<file path="src/rtl/uart_mem_bridge_if.sv">
// rtl/uart_mem_bridge_if.sv - UART byte stream and memory debug port bundle for uart_mem_bridge
interface uart_mem_bridge_if;
  logic [7:0]  rx_byte;
  logic        rx_valid;
  logic [7:0]  tx_byte;
  logic        tx_valid;
  logic        tx_ready;
  logic        enable;
  logic        write_mem_req;
  logic        target_mem_type;
  logic [8:0]  target_addr;
  logic [31:0] uart_rx_data_in;
  logic        rw_flag;
  logic [41:0] mem_tx_data;
  logic        mem_tx_ready;
  logic        busy;
  logic        rx_overrun;

  // Bridge side
  modport slave (
    input  rx_byte, rx_valid, tx_ready, enable, mem_tx_data, mem_tx_ready,
    output tx_byte, tx_valid, write_mem_req, target_mem_type, target_addr,
           uart_rx_data_in, rw_flag, busy, rx_overrun
  );

  // UART / memory / CPU side
  modport master (
    output rx_byte, rx_valid, tx_ready, enable, mem_tx_data, mem_tx_ready,
    input  tx_byte, tx_valid, write_mem_req, target_mem_type, target_addr,
           uart_rx_data_in, rw_flag, busy, rx_overrun
  );
endinterface

</file>
<file path="src/rtl/uart_mem_bridge.sv">
// rtl/uart_mem_bridge.sv - UART debug frame parser issuing memory requests; WRITE_ACK_EN adds a 0xA5 write ack
module uart_mem_bridge #(
  parameter int RESP_TIMEOUT = 255,
  parameter int HALT_TIMEOUT = 65535
) (
  input  logic             clk,
  input  logic             reset_n,
  uart_mem_bridge_if.slave bus
);
  localparam logic [15:0] RESP_LIM = 16'(RESP_TIMEOUT);
  localparam logic [15:0] HALT_LIM = 16'(HALT_TIMEOUT);
  localparam logic [7:0]  ERR_BYTE = 8'hEE;
  localparam logic [7:0]  ACK_BYTE = 8'hA5;

  typedef enum logic [3:0] {
    S_HDR, S_ADDR, S_DATA, S_HALT, S_REQ, S_WAIT, S_TX, S_ACK, S_ERR
  } state_t;

  state_t      state_q, state_d;
  logic        pend_rw_q, pend_rw_d;
  logic        pend_type_q, pend_type_d;
  logic [8:0]  pend_addr_q, pend_addr_d;
  logic [31:0] data_q, data_d;
  logic [2:0]  idx_q, idx_d;
  logic [15:0] cnt_q, cnt_d;
  logic [41:0] resp_q, resp_d;
  logic        rw_q, rw_d;
  logic        type_q, type_d;
  logic [8:0]  taddr_q, taddr_d;
  logic [31:0] wdata_q, wdata_d;
  logic        overrun_q, overrun_d;
  logic        req_c;
  logic        tx_valid_c;
  logic [7:0]  tx_byte_c;
  logic        accepting;

  // Header bits 5:1 carry no meaning in the frame format
  logic unused_hdr_bits;
  assign unused_hdr_bits = ^bus.rx_byte[5:1];

  // State and datapath registers; reset discards any frame or reply in flight
  always_ff @(posedge clk or negedge reset_n) begin
    if (!reset_n) begin
      state_q     <= S_HDR;
      pend_rw_q   <= 1'b0;
      pend_type_q <= 1'b0;
      pend_addr_q <= '0;
      data_q      <= '0;
      idx_q       <= '0;
      cnt_q       <= '0;
      resp_q      <= '0;
      rw_q        <= 1'b0;
      type_q      <= 1'b0;
      taddr_q     <= '0;
      wdata_q     <= '0;
      overrun_q   <= 1'b0;
    end else begin
      state_q     <= state_d;
      pend_rw_q   <= pend_rw_d;
      pend_type_q <= pend_type_d;
      pend_addr_q <= pend_addr_d;
      data_q      <= data_d;
      idx_q       <= idx_d;
      cnt_q       <= cnt_d;
      resp_q      <= resp_d;
      rw_q        <= rw_d;
      type_q      <= type_d;
      taddr_q     <= taddr_d;
      wdata_q     <= wdata_d;
      overrun_q   <= overrun_d;
    end
  end

  // Next-state, frame parsing, timeouts and tx byte selection
  always_comb begin
    state_d     = state_q;
    pend_rw_d   = pend_rw_q;
    pend_type_d = pend_type_q;
    pend_addr_d = pend_addr_q;
    data_d      = data_q;
    idx_d       = idx_q;
    cnt_d       = cnt_q;
    resp_d      = resp_q;
    rw_d        = rw_q;
    type_d      = type_q;
    taddr_d     = taddr_q;
    wdata_d     = wdata_q;
    req_c       = 1'b0;
    tx_valid_c  = 1'b0;
    tx_byte_c   = 8'h00;
    accepting   = (state_q == S_HDR) || (state_q == S_ADDR) || (state_q == S_DATA);
    overrun_d   = overrun_q | (bus.rx_valid & ~accepting);

    case (state_q)
      S_HDR: begin
        if (bus.rx_valid) begin
          pend_rw_d   = bus.rx_byte[7];
          pend_type_d = bus.rx_byte[6];
          pend_addr_d = {bus.rx_byte[0], pend_addr_q[7:0]};
          state_d     = S_ADDR;
        end
      end
      S_ADDR: begin
        if (bus.rx_valid) begin
          pend_addr_d = {pend_addr_q[8], bus.rx_byte};
          idx_d       = '0;
          cnt_d       = '0;
          state_d     = pend_rw_q ? S_DATA : S_HALT;
        end
      end
      S_DATA: begin
        if (bus.rx_valid) begin
          data_d = {data_q[23:0], bus.rx_byte};
          if (idx_q == 3'd3) begin
            cnt_d   = '0;
            state_d = S_HALT;
          end else begin
            idx_d = idx_q + 3'd1;
          end
        end
      end
      S_HALT: begin
        if (!bus.enable) begin
          rw_d    = pend_rw_q;
          type_d  = pend_type_q;
          taddr_d = pend_addr_q;
          wdata_d = data_q;
          state_d = S_REQ;
        end else if (cnt_q >= HALT_LIM) begin
          state_d = S_ERR;
        end else begin
          cnt_d = cnt_q + 16'd1;
        end
      end
      S_REQ: begin
        req_c = 1'b1;
        cnt_d = '0;
        if (rw_q) begin
`ifdef WRITE_ACK_EN
          state_d = S_ACK;
`else
          state_d = S_HDR;
`endif
        end else begin
          state_d = S_WAIT;
        end
      end
      S_WAIT: begin
        if (bus.mem_tx_ready) begin
          resp_d  = bus.mem_tx_data;
          idx_d   = '0;
          state_d = S_TX;
        end else if (cnt_q >= RESP_LIM) begin
          state_d = S_ERR;
        end else begin
          cnt_d = cnt_q + 16'd1;
        end
      end
      S_TX: begin
        tx_valid_c = 1'b1;
        case (idx_q)
          3'd0:    tx_byte_c = {6'b0, resp_q[41:40]};
          3'd1:    tx_byte_c = resp_q[39:32];
          3'd2:    tx_byte_c = resp_q[31:24];
          3'd3:    tx_byte_c = resp_q[23:16];
          3'd4:    tx_byte_c = resp_q[15:8];
          default: tx_byte_c = resp_q[7:0];
        endcase
        if (bus.tx_ready) begin
          if (idx_q == 3'd5) state_d = S_HDR;
          else               idx_d   = idx_q + 3'd1;
        end
      end
`ifdef WRITE_ACK_EN
      S_ACK: begin
        tx_valid_c = 1'b1;
        tx_byte_c  = ACK_BYTE;
        if (bus.tx_ready) state_d = S_HDR;
      end
`endif
      S_ERR: begin
        tx_valid_c = 1'b1;
        tx_byte_c  = ERR_BYTE;
        if (bus.tx_ready) state_d = S_HDR;
      end
      default: state_d = S_HDR;
    endcase
  end

  assign bus.tx_valid        = tx_valid_c;
  assign bus.tx_byte         = tx_byte_c;
  assign bus.write_mem_req   = req_c;
  assign bus.rw_flag         = rw_q;
  assign bus.target_mem_type = type_q;
  assign bus.target_addr     = taddr_q;
  assign bus.uart_rx_data_in = wdata_q;
  assign bus.busy            = (state_q != S_HDR);
  assign bus.rx_overrun      = overrun_q;
endmodule

</file>
<file path="src/flat_wrapper.sv">
// flat-port wrapper written by rule: the top's interface ports become plain ports
module uart_mem_bridge_flat 
#(
  parameter int RESP_TIMEOUT = 255,
  parameter int HALT_TIMEOUT = 65535
)
  (clk, reset_n, bus_rx_byte, bus_rx_valid, bus_tx_ready, bus_enable, bus_mem_tx_data, bus_mem_tx_ready, bus_tx_byte, bus_tx_valid, bus_write_mem_req, bus_target_mem_type, bus_target_addr, bus_uart_rx_data_in, bus_rw_flag, bus_busy, bus_rx_overrun);
  uart_mem_bridge_if bus_i ();
  input  logic clk;
  input  logic reset_n;
  input wire logic [$bits(bus_i.rx_byte)-1:0] bus_rx_byte;
  input wire logic [$bits(bus_i.rx_valid)-1:0] bus_rx_valid;
  input wire logic [$bits(bus_i.tx_ready)-1:0] bus_tx_ready;
  input wire logic [$bits(bus_i.enable)-1:0] bus_enable;
  input wire logic [$bits(bus_i.mem_tx_data)-1:0] bus_mem_tx_data;
  input wire logic [$bits(bus_i.mem_tx_ready)-1:0] bus_mem_tx_ready;
  output wire logic [$bits(bus_i.tx_byte)-1:0] bus_tx_byte;
  output wire logic [$bits(bus_i.tx_valid)-1:0] bus_tx_valid;
  output wire logic [$bits(bus_i.write_mem_req)-1:0] bus_write_mem_req;
  output wire logic [$bits(bus_i.target_mem_type)-1:0] bus_target_mem_type;
  output wire logic [$bits(bus_i.target_addr)-1:0] bus_target_addr;
  output wire logic [$bits(bus_i.uart_rx_data_in)-1:0] bus_uart_rx_data_in;
  output wire logic [$bits(bus_i.rw_flag)-1:0] bus_rw_flag;
  output wire logic [$bits(bus_i.busy)-1:0] bus_busy;
  output wire logic [$bits(bus_i.rx_overrun)-1:0] bus_rx_overrun;
  assign bus_i.rx_byte = bus_rx_byte;
  assign bus_i.rx_valid = bus_rx_valid;
  assign bus_i.tx_ready = bus_tx_ready;
  assign bus_i.enable = bus_enable;
  assign bus_i.mem_tx_data = bus_mem_tx_data;
  assign bus_i.mem_tx_ready = bus_mem_tx_ready;
  assign bus_tx_byte = bus_i.tx_byte;
  assign bus_tx_valid = bus_i.tx_valid;
  assign bus_write_mem_req = bus_i.write_mem_req;
  assign bus_target_mem_type = bus_i.target_mem_type;
  assign bus_target_addr = bus_i.target_addr;
  assign bus_uart_rx_data_in = bus_i.uart_rx_data_in;
  assign bus_rw_flag = bus_i.rw_flag;
  assign bus_busy = bus_i.busy;
  assign bus_rx_overrun = bus_i.rx_overrun;
  uart_mem_bridge #(.RESP_TIMEOUT(RESP_TIMEOUT), .HALT_TIMEOUT(HALT_TIMEOUT)) u_core (.clk(clk), .reset_n(reset_n), .bus(bus_i));
endmodule
</file>
<file path="config.mk">
export PLATFORM = sky130hd
export DESIGN_NAME = uart_mem_bridge_flat
export DESIGN_NICKNAME = d
export VERILOG_FILES = /design/src/rtl/uart_mem_bridge_if.sv /design/src/rtl/uart_mem_bridge.sv /design/src/flat_wrapper.sv
export SDC_FILE = /design/constraint.sdc
export NUM_CORES = 1
export LEC_CHECK = 0
export CAP_MARGIN = 20
export CELL_PAD_IN_SITES_DETAIL_PLACEMENT = 1
export CELL_PAD_IN_SITES_GLOBAL_PLACEMENT = 1
export CORE_AREA = 2 2 135 137
export CTS_CLUSTER_DIAMETER = 80
export DETAILED_ROUTE_END_ITERATION = 10
export DIE_AREA = 0 0 137 139
export GPL_TIMING_DRIVEN = 0
export PLACE_DENSITY_LB_ADDON = 0.1
export SYNTH_ARGS = -nofsm -noshare
export SYNTH_HDL_FRONTEND = slang
export SYNTH_SLANG_ARGS = --single-unit
</file>
<file path="constraint.sdc">
create_clock -name clk -period 2.6 [get_ports clk]
set_clock_uncertainty 0.05 [all_clocks]
set_input_delay 0.26 -clock clk [delete_from_list [all_inputs] [get_ports clk]]
set_output_delay 0.26 -clock clk [all_outputs]
set_load 0.01 [all_outputs]
</file>
==> run_results.csv, run 1 <==
group,metric,value,unit
outcome,status,"complete, no violations",
critical_path,crit_type,"reg -> out",
yosys,synth_seq_area_share,56.6,%
die,io_pins,111,
routing,via_count,4808,
cells_and_area,drive_gt1_share,36.7,%
cells_and_area,fill_cells,1796,
pwr,ir_worst_vdd,0.000517,V
routing,wl_per_cell,19.7,um
yosys,syn_avg_cell_area,13.0,um^2
cells_and_area,layout_commonest_cell,"dfrtp_1",
pwr,leakagePower,3.87,nW
critical_path,slowest_stage,"dfrtp_1",
global_routing,grt_overflow,0,
hold_path,holdPathStages,2,
timing,rsz0062_at_grt,"true",
placement,gp_congestion,0.818,
global_routing,grt_max_degree,100,
timing,fmaxAchievable,392,MHz
routing,drt_iter0_markers,182,
yosys,yosys_warnings,0,
critical_path,regToRegStartpoint,"u_core.idx_q[2]$_DFFE_PN0P_",
timing,slew_headroom,51.6,%
critical_path,crit_fanout,10,
critical_path,critPathCaptureType,"output pin",
critical_path,cp.required,2290,ps
timing,finalCritPeriodShare,98.1,%
placement,placed_area,0.00813,mm^2
critical_path,timing.rr.end,"u_core.cnt_q[11]$_DFFE_PN0P_",
critical_path,cp_cell_sequence,"clkbuf_8 -> clkbuf_16 -> inv_2 -> ha_4 -> clkbuf_8 -> nor3_4 -> buf_6 -> a221oi_2 -> o21ai_1 -> buf_2",
yosys,ys_types,49,
die,die_y,139,um
yosys,postSynth.asyncResetShare,100,%
clock_tree,ctsRootBufferMaster,"clkbuf_16",
critical_path,path_buf_inv,6,
clock_tree,cts_tree,"yes",
critical_path,cpMostUsedCell,"clkbuf_8",
die,die_w,137,um
timing,period_minus_slack,2550,ps
yosys,synth_area,0.00672,mm^2
critical_path,critPathArrivalTime,2240,ps
clock_tree,h-tree-depth,4,
yosys,synth_edf_count,0,
routing,avgViaCountPerCell,5.35,
placement,dp_cells,854,
cells_and_area,final_cell_mix,"dfrtp_1, mux2_2, clkdlybuf4s50_1",
yosys,ys.flop_type,"dfrtp_1",
placement,hpwlAfterDp,12000,um
cells_and_area,area_growth,34.3,%
yosys,ys_ff_latch,152,
die,rows,49,
clock_tree,clock_latency,430,ps
critical_path,ff2ff_path_depth,10,
cells_and_area,final_util,51.1,%
cells_and_area,nets,719,
pwr,power_density,1180,mW/mm^2
global_routing,grt_usage,19.4,%
cells_and_area,stdcell_count,899,
die,core_area,0.0177,mm^2
clock_tree,numClockSinks,152,
yosys,syn_nets,577,
hold_path,hold_path_end,"u_core.bus.rx_overrun$_DFF_PN0_",
critical_path,critPathMaxStageDelay,370,ps
hold_path,hold_start,"bus_rx_valid",
timing,tightest_slew,719,ps
clock_tree,clk_pin_slew,70,ps
cells_and_area,multi_input_area,0.00291,mm^2
routing,remaining_drc_errors,0,
timing,finalMaxSlewViolations,0,
routing,dr.pass1.iters,4,
die,initial_core_util,38.0,%
routing,postRouteAntennaNets,0,
routing,wl,17700,um
cells_and_area,n_antenna_cell,0,
clock_tree,clk_path_buf_depth,2,
job,cap_violations,0,
die,dieArea,0.0190,mm^2
global_routing,grt_pass1_wl,28400,um
hold_path,hp-class,"in -> reg",
critical_path,r2r_slack,90,ps
global_routing,grt_pass1_vias,5383,
timing,whs,126,ps
timing,hold_violations,0,
placement,io_buffer_count,109,
cells_and_area,final_cell_area,0.00902,mm^2
critical_path,worstSetupStartpointType,"register",
yosys,netlist_instances,515,
pwr,p_total,10.6,mW
clock_tree,cts_buffers,17,
critical_path,crit_family,"buffers and inverters",
cells_and_area,seq_area,0.00380,mm^2
global_routing,grt_antenna_before_repair,1,
timing,setup_viol,0,
registers in the layout (all words and copies together), names as in the netlist:
name and count:
u_core.bus.target_addr 9, u_core.bus.target_mem_type 1, u_core.data_q 32, u_core.pend_type_q 1, u_core.bus.uart_rx_data_in 32, u_core.cnt_q 16, u_core.bus.rw_flag 1, u_core.pend_addr_q 9
u_core.bus.rx_overrun 1, u_core.idx_q 3, u_core.pend_rw_q 1, u_core.resp_q 42, u_core.state_q 4
area by class of cell:
| type | count | share of cell area (%) |
|---|---|---|
| Sequential cell | 152 | 42.2 |
| Multi-Input combinational cell | 326 | 32.2 |
| Timing Repair Buffer | 125 | 13.5 |
| Clock buffer | 18 | 4.87 |
| Tap cell | 229 | 3.18 |
| Buffer | 30 | 2.19 |
| Clock inverter | 14 | 1.68 |
| Inverter | 5 | 0.208 |
synthesized netlist by cell type, types with 3 or more instances:
cell type / number / area [um^2]
a21oi_1: 12 / 60.1
nor2_1: 27 / 101
o31ai_1: 6 / 45.0
ha_1: 6 / 75.1
nor2b_1: 4 / 25.0
o31ai_2: 4 / 50.1
nor4_1: 5 / 31.3
nand2b_1: 7 / 43.8
a221oi_1: 15 / 131
nand3_1: 16 / 80.1
clkbuf_1: 13 / 48.8
nand4_1: 4 / 25.0
o21ai_0: 12 / 60.1
o41ai_1: 14 / 123
and3_1: 4 / 25.0
or3_1: 3 / 18.8
dfrtp_1: 152 / 3800
nand2_1: 16 / 60.1
nor3_1: 8 / 40.0
mux2_2: 132 / 1490
buf_2: 15 / 75.1
inv_1: 5 / 18.8
layer usage:
metal	part of all wire, %	track usage (%)	wire length, um	up-vias
li1	-	-	-	2201
met1	42	24.1	7480	2483
met2	51	32.0	8950	103
met3	5.8	6.07	1020	21
met4	1.3	6.13	235	0
met5	0	0	0	-
worst max path at each step:
stage | from | to | slack [ps] | cells after the start
floorplan | u_core.idx_q[2]$_DFFE_PN0P_ | u_core.idx_q[0]$_DFFE_PN0P_ | 70 | 9
global placement | reset_n | u_core.bus.uart_rx_data_in[21]$_DFFE_PN0P_ | -5040 | 1
detailed placement | u_core.idx_q[2]$_DFFE_PN0P_ | bus_tx_byte[1] | -1160 | 9
CTS | u_core.idx_q[0]$_DFFE_PN0P_ | bus_tx_byte[1] | -50 | 8
global route | u_core.idx_q[2]$_DFFE_PN0P_ | bus_tx_byte[5] | -80 | 10
finish | u_core.idx_q[2]$_DFFE_PN0P_ | bus_tx_byte[5] | 50 | 10
logic make-up (layout without fill, tap and decap cells):
kind of cell | after synthesis | count (layout) | synth area share (%)
buf+inv | 37 | 192 | 2.52
flops | 152 | 152 | 56.6
fa+ha+maj | 6 | 6 | 1.12
xor+xnor | 1 | 1 | 0.130
simple gates | 105 | 105 | 8.03
mux | 134 | 134 | 22.4
compound gates | 80 | 80 | 9.13
power breakdown:
| group | leakage (nW) | switching, mW | internal, mW |
|---|---|---|---|
| Sequential | 1.91 | 0.641 | 3.39 |
| Clock | 0.287 | 1.09 | 1.39 |
| Combinational | 1.68 | 1.86 | 2.27 |
repair_timing:
| action | CTS | global route |
|---|---|---|
| resized for setup | 60 | 37 |
| hold endpoints to repair | 53 | 0 |
| endpoints found under the setup margin | 28 | 20 |
| buffers inserted | 11 | 3 |
| hold buffers | 1 | 0 |
| pin swaps | 6 | 17 |
per-stage QoR:
stage | setup slack, ps | setup TNS (ps)
after floorplan | 65.2 | 0
after global placement | -5040 | -774220
after detailed placement | -1160 | -12440
after CTS | -46.1 | -46.1
after global routing | -79.3 | -311
final | 50.0 | 0
No activity file was read; power rests on OpenSTA's default activity.
==> inputs of run 2 (changes only) <==
CORE_AREA = 2 2 124 126   (was 2 2 135 137)
CTS_CLUSTER_SIZE = 28   (was default)
DIE_AREA = 0 0 126 128   (was 0 0 137 139)
DONT_BUFFER_PORTS = 1   (was default)
==> run 2 against run 1 <==
The flow now finishes with violations (negative hold slack). Register-to-register slack gained 30 ps. Die area shrank 15%. Clock power shrank 3%. Fmax grew 1.7%. First-iteration DRC count grew 24%. Sequential power grew 5.5%. Routed wire length shrank 4.0%. Count of clock-buffer cells in the layout grew 3. Combinational power shrank 26%.
==> run_results.csv, run 2 (same netlist as run 1, synthesis figures left out) <==
group,metric,value,unit
placement,hpwlAfterDp,11000,um
timing,period_minus_slack,2510,ps
routing,avgViaCountPerCell,5.77,
cells_and_area,largest_register_ffs,42,
critical_path,crit_fanout,10,
global_routing,grt_pass1_vias,4905,
cells_and_area,layout_commonest_cell,"dfrtp_1",
timing,slew_headroom,49.5,%
clock_tree,ctsRootBufferMaster,"clkbuf_16",
global_routing,grt_overflow,0,
routing,wl_per_cell,21.5,um
pwr,leakagePower,3.57,nW
routing,wl,17000,um
die,dieArea,0.0161,mm^2
die,core_area,0.0149,mm^2
placement,pre_cts_ws,-678,ps
pwr,switching_share,34.3,%
clock_tree,cts_buffers,17,
cells_and_area,area_growth,22.9,%
pwr,power.internal,6.39,mW
pwr,power_frac_seq,43.7,%
timing,worst_slack,91.7,ps
global_routing,use_met2,35.8,%
die,die_y,128,um
pwr,p_comb_share,31.5,%
routing,dr.pass1.iters,4,
placement,gp_congestion,0.829,
timing,whs,-521,ps
timing,setup_viol,0,
global_routing,met3_usage,6.80,%
clock_tree,clk_pin_slew,60,ps
clock_tree,h-tree-depth,4,
job,cap_violations,0,
global_routing,grt_usage,21.6,%
clock_tree,clock_latency,420,ps
routing,via_count,4568,
cells_and_area,drive_gt1_share,36.2,%
clock_tree,clk_path_buf_depth,2,
die,die_w,126,um
cells_and_area,nets,652,
clock_tree,numClockSinks,152,
pwr,p_switching,3.34,mW
cells_and_area,fill_cells,1492,
die,rows,45,
clock_tree,cts_tree,"yes",
pwr,p_total,9.73,mW
outcome,status,"finished with violations",
timing,hold_violations,152,
die,io_pins,111,
critical_path,crit_type,"reg -> out",
critical_path,critPathCaptureType,"output pin",
cells_and_area,n_antenna_cell,0,
timing,finalCritPeriodShare,96.5,%
timing,tightest_slew,751,ps
clock_tree,holdBufCountCts,51,
cells_and_area,regMostFlops,"u_core.resp_q",
global_routing,grt_pass1_wl,27000,um
hold_path,hp-class,"in -> async",
timing,fmaxAchievable,399,MHz
placement,dp_cells,703,
critical_path,worstSetupStartpointType,"register",
critical_path,critPathArrivalTime,2200,ps
outcome,violations,"negative hold slack",
timing,finalMaxSlewViolations,0,
routing,drt_iter0_markers,225,
routing,remaining_drc_errors,0,
pwr,clkPwrFrac,24.8,%
critical_path,cp.required,2290,ps
die,initial_core_util,45.2,%
global_routing,grt.busiest_layer,"met2",
pwr,ir_worst_vdd,0.000576,V
placement,io_buffer_count,0,
global_routing,grt_max_degree,153,
timing,rsz0062_at_grt,"false",
global_routing,met1_usage,27.5,%
pwr,power_density,1180,mW/mm^2
cells_and_area,final_cell_mix,"dfrtp_1, mux2_2, dlygate4sd3_1",
cells_and_area,stdcell_count,791,
global_routing,grt_antenna_before_repair,0,
routing,postRouteAntennaNets,0,
## run 2: final cells by class
type,instances,area (um^2),area share (%)
clock buffers,21,470,5.70
repair buffers,58,567,6.87
well taps,188,235,2.85
flip-flops and latches,152,3800,46.1
inverters,5,18.8,0.227
plain buffers,30,188,2.27
multi-input cells,326,2860,34.6
clock inverters,11,111,1.35
## run 2: power by group through the flow
stage	clock network, mW	registers [mW]	logic (mW)
finish	2.41	4.25	3.07
global route	2.58	4.40	3.34
CTS	2.46	4.26	2.93
detailed placement	0	4.28	2.74
global placement	0	4.22	2.61
floorplan	0	3.99	2.20
## run 2: routing by layer
layer | wire length [um] | part of all wire (%)
met1 | 7300 | 43
met3 | 1010 | 5.9
met2 | 8460 | 50
met5 | 0 | 0
met4 | 208 | 1.2
## run 2: critical path, stage by stage (launching register included)
cell and delay (ps):
dfrtp_1 380, buf_4 150, ha_1 210, ha_4 180
buf_8 150, nor3_4 220, buf_6 150, a221oi_1 90
nor2_1 250
## run 2: what timing repair did
action | CTS | global route
buffers inserted | 2 | 5
endpoints found under the setup margin | 27 | 21
endpoints found under the hold margin | 214 | 152
gates cloned | 0 | 0
resized for setup | 25 | 21
pin swaps | 5 | 9
## run 2: per-stage QoR
step                      TNS (ps)  utilization [%]  area, um^2
final                            0             55.5        8250
after global routing             0             55.5        8250
after CTS                        0             54.6        8120
after detailed placement     -8570             46.8        6960
after global placement       -8010             46.8        6960
after floorplan                  0                -        6720
## run 2: final timing paths
kind	cells past startpoint	slack, ps	startpoint	endpoint
min in group clk	2	130	bus_rx_valid	u_core.bus.rx_overrun$_DFF_PN0_
setup / recovery	8	90	u_core.idx_q[1]$_DFFE_PN0P_	bus_tx_byte[0]
setup reg to reg	8	120	u_core.idx_q[1]$_DFFE_PN0P_	u_core.idx_q[2]$_DFFE_PN0P_
hold / removal	0	-520	reset_n	u_core.cnt_q[6]$_DFFE_PN0P_
hold reg to reg	1	450	u_core.pend_addr_q[5]$_DFFE_PN0P_	u_core.bus.target_addr[5]$_DFFE_PN0P_
max in group asynchronous	0	2730	reset_n	u_core.resp_q[12]$_DFFE_PN0P_
==> inputs of run 3 (changes only) <==
PLACE_DENSITY = 0.75   (was default)
PLACE_DENSITY_LB_ADDON = default   (was 0.1)
==> run 3 against run 2 <==
The flow still finishes with violations (negative hold slack). Combinational power is 6% higher. Sequential share of layout area shrank 0.17 points. Sequential power up 1%. Critical endpoint is now bus_tx_byte[6]. Largest cell class unchanged. Largest power group unchanged.
==> run_results.csv, run 3 (same netlist as run 1, synthesis figures left out) <==
group,metric,value,unit
placement,pre_cts_ws,-577,ps
timing,fmaxAchievable,389,MHz
routing,drt_iter0_markers,263,
cells_and_area,multi_input_area,0.00285,mm^2
clock_tree,numClockSinks,152,
pwr,leakagePower,3.57,nW
cells_and_area,n_antenna_cell,0,
global_routing,grt_overflow,0,
global_routing,grt_usage,23.3,%
outcome,status,"finished with violations",
critical_path,critPathArrivalTime,2260,ps
timing,finalCritPeriodShare,98.9,%
critical_path,critPathCaptureType,"output pin",
die,core_area,0.0149,mm^2
cells_and_area,largest_register_ffs,42,
global_routing,met3_usage,7.43,%
die,io_pins,111,
job,cap_violations,0,
pwr,switching_share,35.1,%
global_routing,grt_max_degree,153,
timing,tightest_slew,696,ps
timing,finalMaxSlewViolations,0,
critical_path,crit_fanout,10,
clock_tree,cts_buffers,17,
cells_and_area,area_growth,23.4,%
cells_and_area,nets,654,
routing,dr.pass1.iters,5,
timing,worst_slack,29.2,ps
critical_path,crit_type,"reg -> out",
timing,period_minus_slack,2570,ps
placement,dp_cells,703,
timing,whs,-523,ps
die,die_w,126,um
critical_path,r2r_slack,160,ps
cells_and_area,regMostFlops,"u_core.resp_q",
hold_path,hp-class,"in -> async",
clock_tree,ctsRootBufferMaster,"clkbuf_16",
critical_path,worstSetupStartpointType,"register",
global_routing,grt_antenna_before_repair,0,
timing,rsz0062_at_grt,"true",
routing,wl_per_cell,23.7,um
timing,slew_headroom,53.6,%
critical_path,timing.rr.end,"u_core.cnt_q[11]$_DFFE_PN0P_",
die,dieArea,0.0161,mm^2
cells_and_area,stdcell_count,793,
critical_path,ff2ff_path_depth,10,
placement,io_buffer_count,0,
global_routing,grt_pass1_wl,29200,um
cells_and_area,layout_commonest_cell,"dfrtp_1",
timing,hold_violations,152,
pwr,clkPwrFrac,25.0,%
routing,remaining_drc_errors,0,
pwr,p_total,10.1,mW
global_routing,grt.busiest_layer,"met2",
clock_tree,clk_pin_slew,70,ps
clock_tree,cts_tree,"yes",
critical_path,regToRegStartpoint,"u_core.idx_q[2]$_DFFE_PN0P_",
pwr,power_density,1210,mW/mm^2
pwr,p_comb_share,32.2,%
clock_tree,clock_latency,430,ps
pwr,power_frac_seq,42.8,%
routing,via_count,4755,
cells_and_area,seq_area,0.00381,mm^2
cells_and_area,fill_cells,1469,
global_routing,grt_pass1_vias,5222,
placement,gp_congestion,0.860,
pwr,power.internal,6.53,mW
placement,hpwlAfterDp,11200,um
die,die_y,128,um
routing,avgViaCountPerCell,6.00,
die,initial_core_util,45.2,%
die,rows,45,
cells_and_area,drive_gt1_share,36.2,%
pwr,ir_worst_vdd,0.000599,V
timing,setup_viol,0,
routing,postRouteAntennaNets,0,
global_routing,met1_usage,29.5,%
clock_tree,clk_path_buf_depth,2,
clock_tree,holdBufCountCts,51,
outcome,violations,"negative hold slack",
critical_path,cp.required,2290,ps
routing,wl,18800,um
global_routing,use_met2,38.2,%
clock_tree,h-tree-depth,4,
pwr,p_switching,3.53,mW
cells_and_area,final_cell_mix,"dfrtp_1, mux2_2, dlygate4sd3_1",
[run 3: changes by cell type in the layout (fill, tap and decap cells not counted), sizes merged]
cell,delta
buf,+2
bufinv,+1
clkbuf,-1
clkinv,-1
clkinvlp,+1
[run 3: worst max-delay path: stages (launching register included)]
cell,delay [ps]
dfrtp_1,360
clkbuf_8,190
buf_8,140
inv_1,70
ha_4,180
buf_12,140
nor3_4,240
buf_6,170
a221oi_1,80
o21ai_1,250
[run 3: routing by layer]
| layer | vias up | routed length [um] |
|---|---|---|
| li1 | 2079 | - |
| met5 | - | 0 |
| met3 | 25 | 1360 |
| met1 | 2490 | 7610 |
| met2 | 161 | 9450 |
| met4 | 0 | 340 |
[run 3: power by group through the flow]
stage               Sequential (mW)  Combinational (mW)  Clock, mW
floorplan                      3.99                2.20          0
global placement               4.21                2.60          0
detailed placement             4.29                2.73          0
CTS                            4.26                2.99       2.55
global route                   4.44                3.51       2.65
finish                         4.31                3.24       2.51
[run 3: timing repair]
action / 4_1_cts / 5_1_grt
endpoints found under the hold margin: 214 / 152
endpoints found under the setup margin: 23 / 21
gates resized for setup: 23 / 25
setup buffers: 6 / 3
pin swaps: 4 / 9
[run 3: worst max path at each step]
stage	startpoint	end	slack (ps)	cells after the start
after detailed placement	u_core.idx_q[2]$_DFFE_PN0P_	bus_tx_byte[7]	-580	8
after global routing	u_core.idx_q[1]$_DFFE_PN0P_	bus_tx_byte[2]	-50	8
after global placement	u_core.idx_q[2]$_DFFE_PN0P_	bus_tx_byte[1]	-570	8
after CTS	u_core.idx_q[2]$_DFFE_PN0P_	bus_tx_byte[1]	2	9
final	u_core.idx_q[2]$_DFFE_PN0P_	bus_tx_byte[6]	30	9
after floorplan	u_core.idx_q[2]$_DFFE_PN0P_	u_core.idx_q[0]$_DFFE_PN0P_	70	9
[run 3: through the flow]
step                      TNS (ps)  utilization (%)  instance area, um^2
after global routing          -170             55.7                 8290
after detailed placement     -6530             46.8                 6960
after CTS                        0             54.9                 8160
after global placement       -6040             46.8                 6960
final                            0             55.7                 8290
after floorplan                  0                -                 6720
[run 3: layout make-up]
type / instances / share of cell area (%)
Buffer: 30 / 2.33
Clock buffer: 20 / 5.51
Clock inverter: 12 / 1.72
Inverter: 5 / 0.227
Multi-Input combinational cell: 326 / 34.4
Sequential cell: 152 / 45.9
Tap cell: 188 / 2.84
Timing Repair Buffer: 60 / 7.07
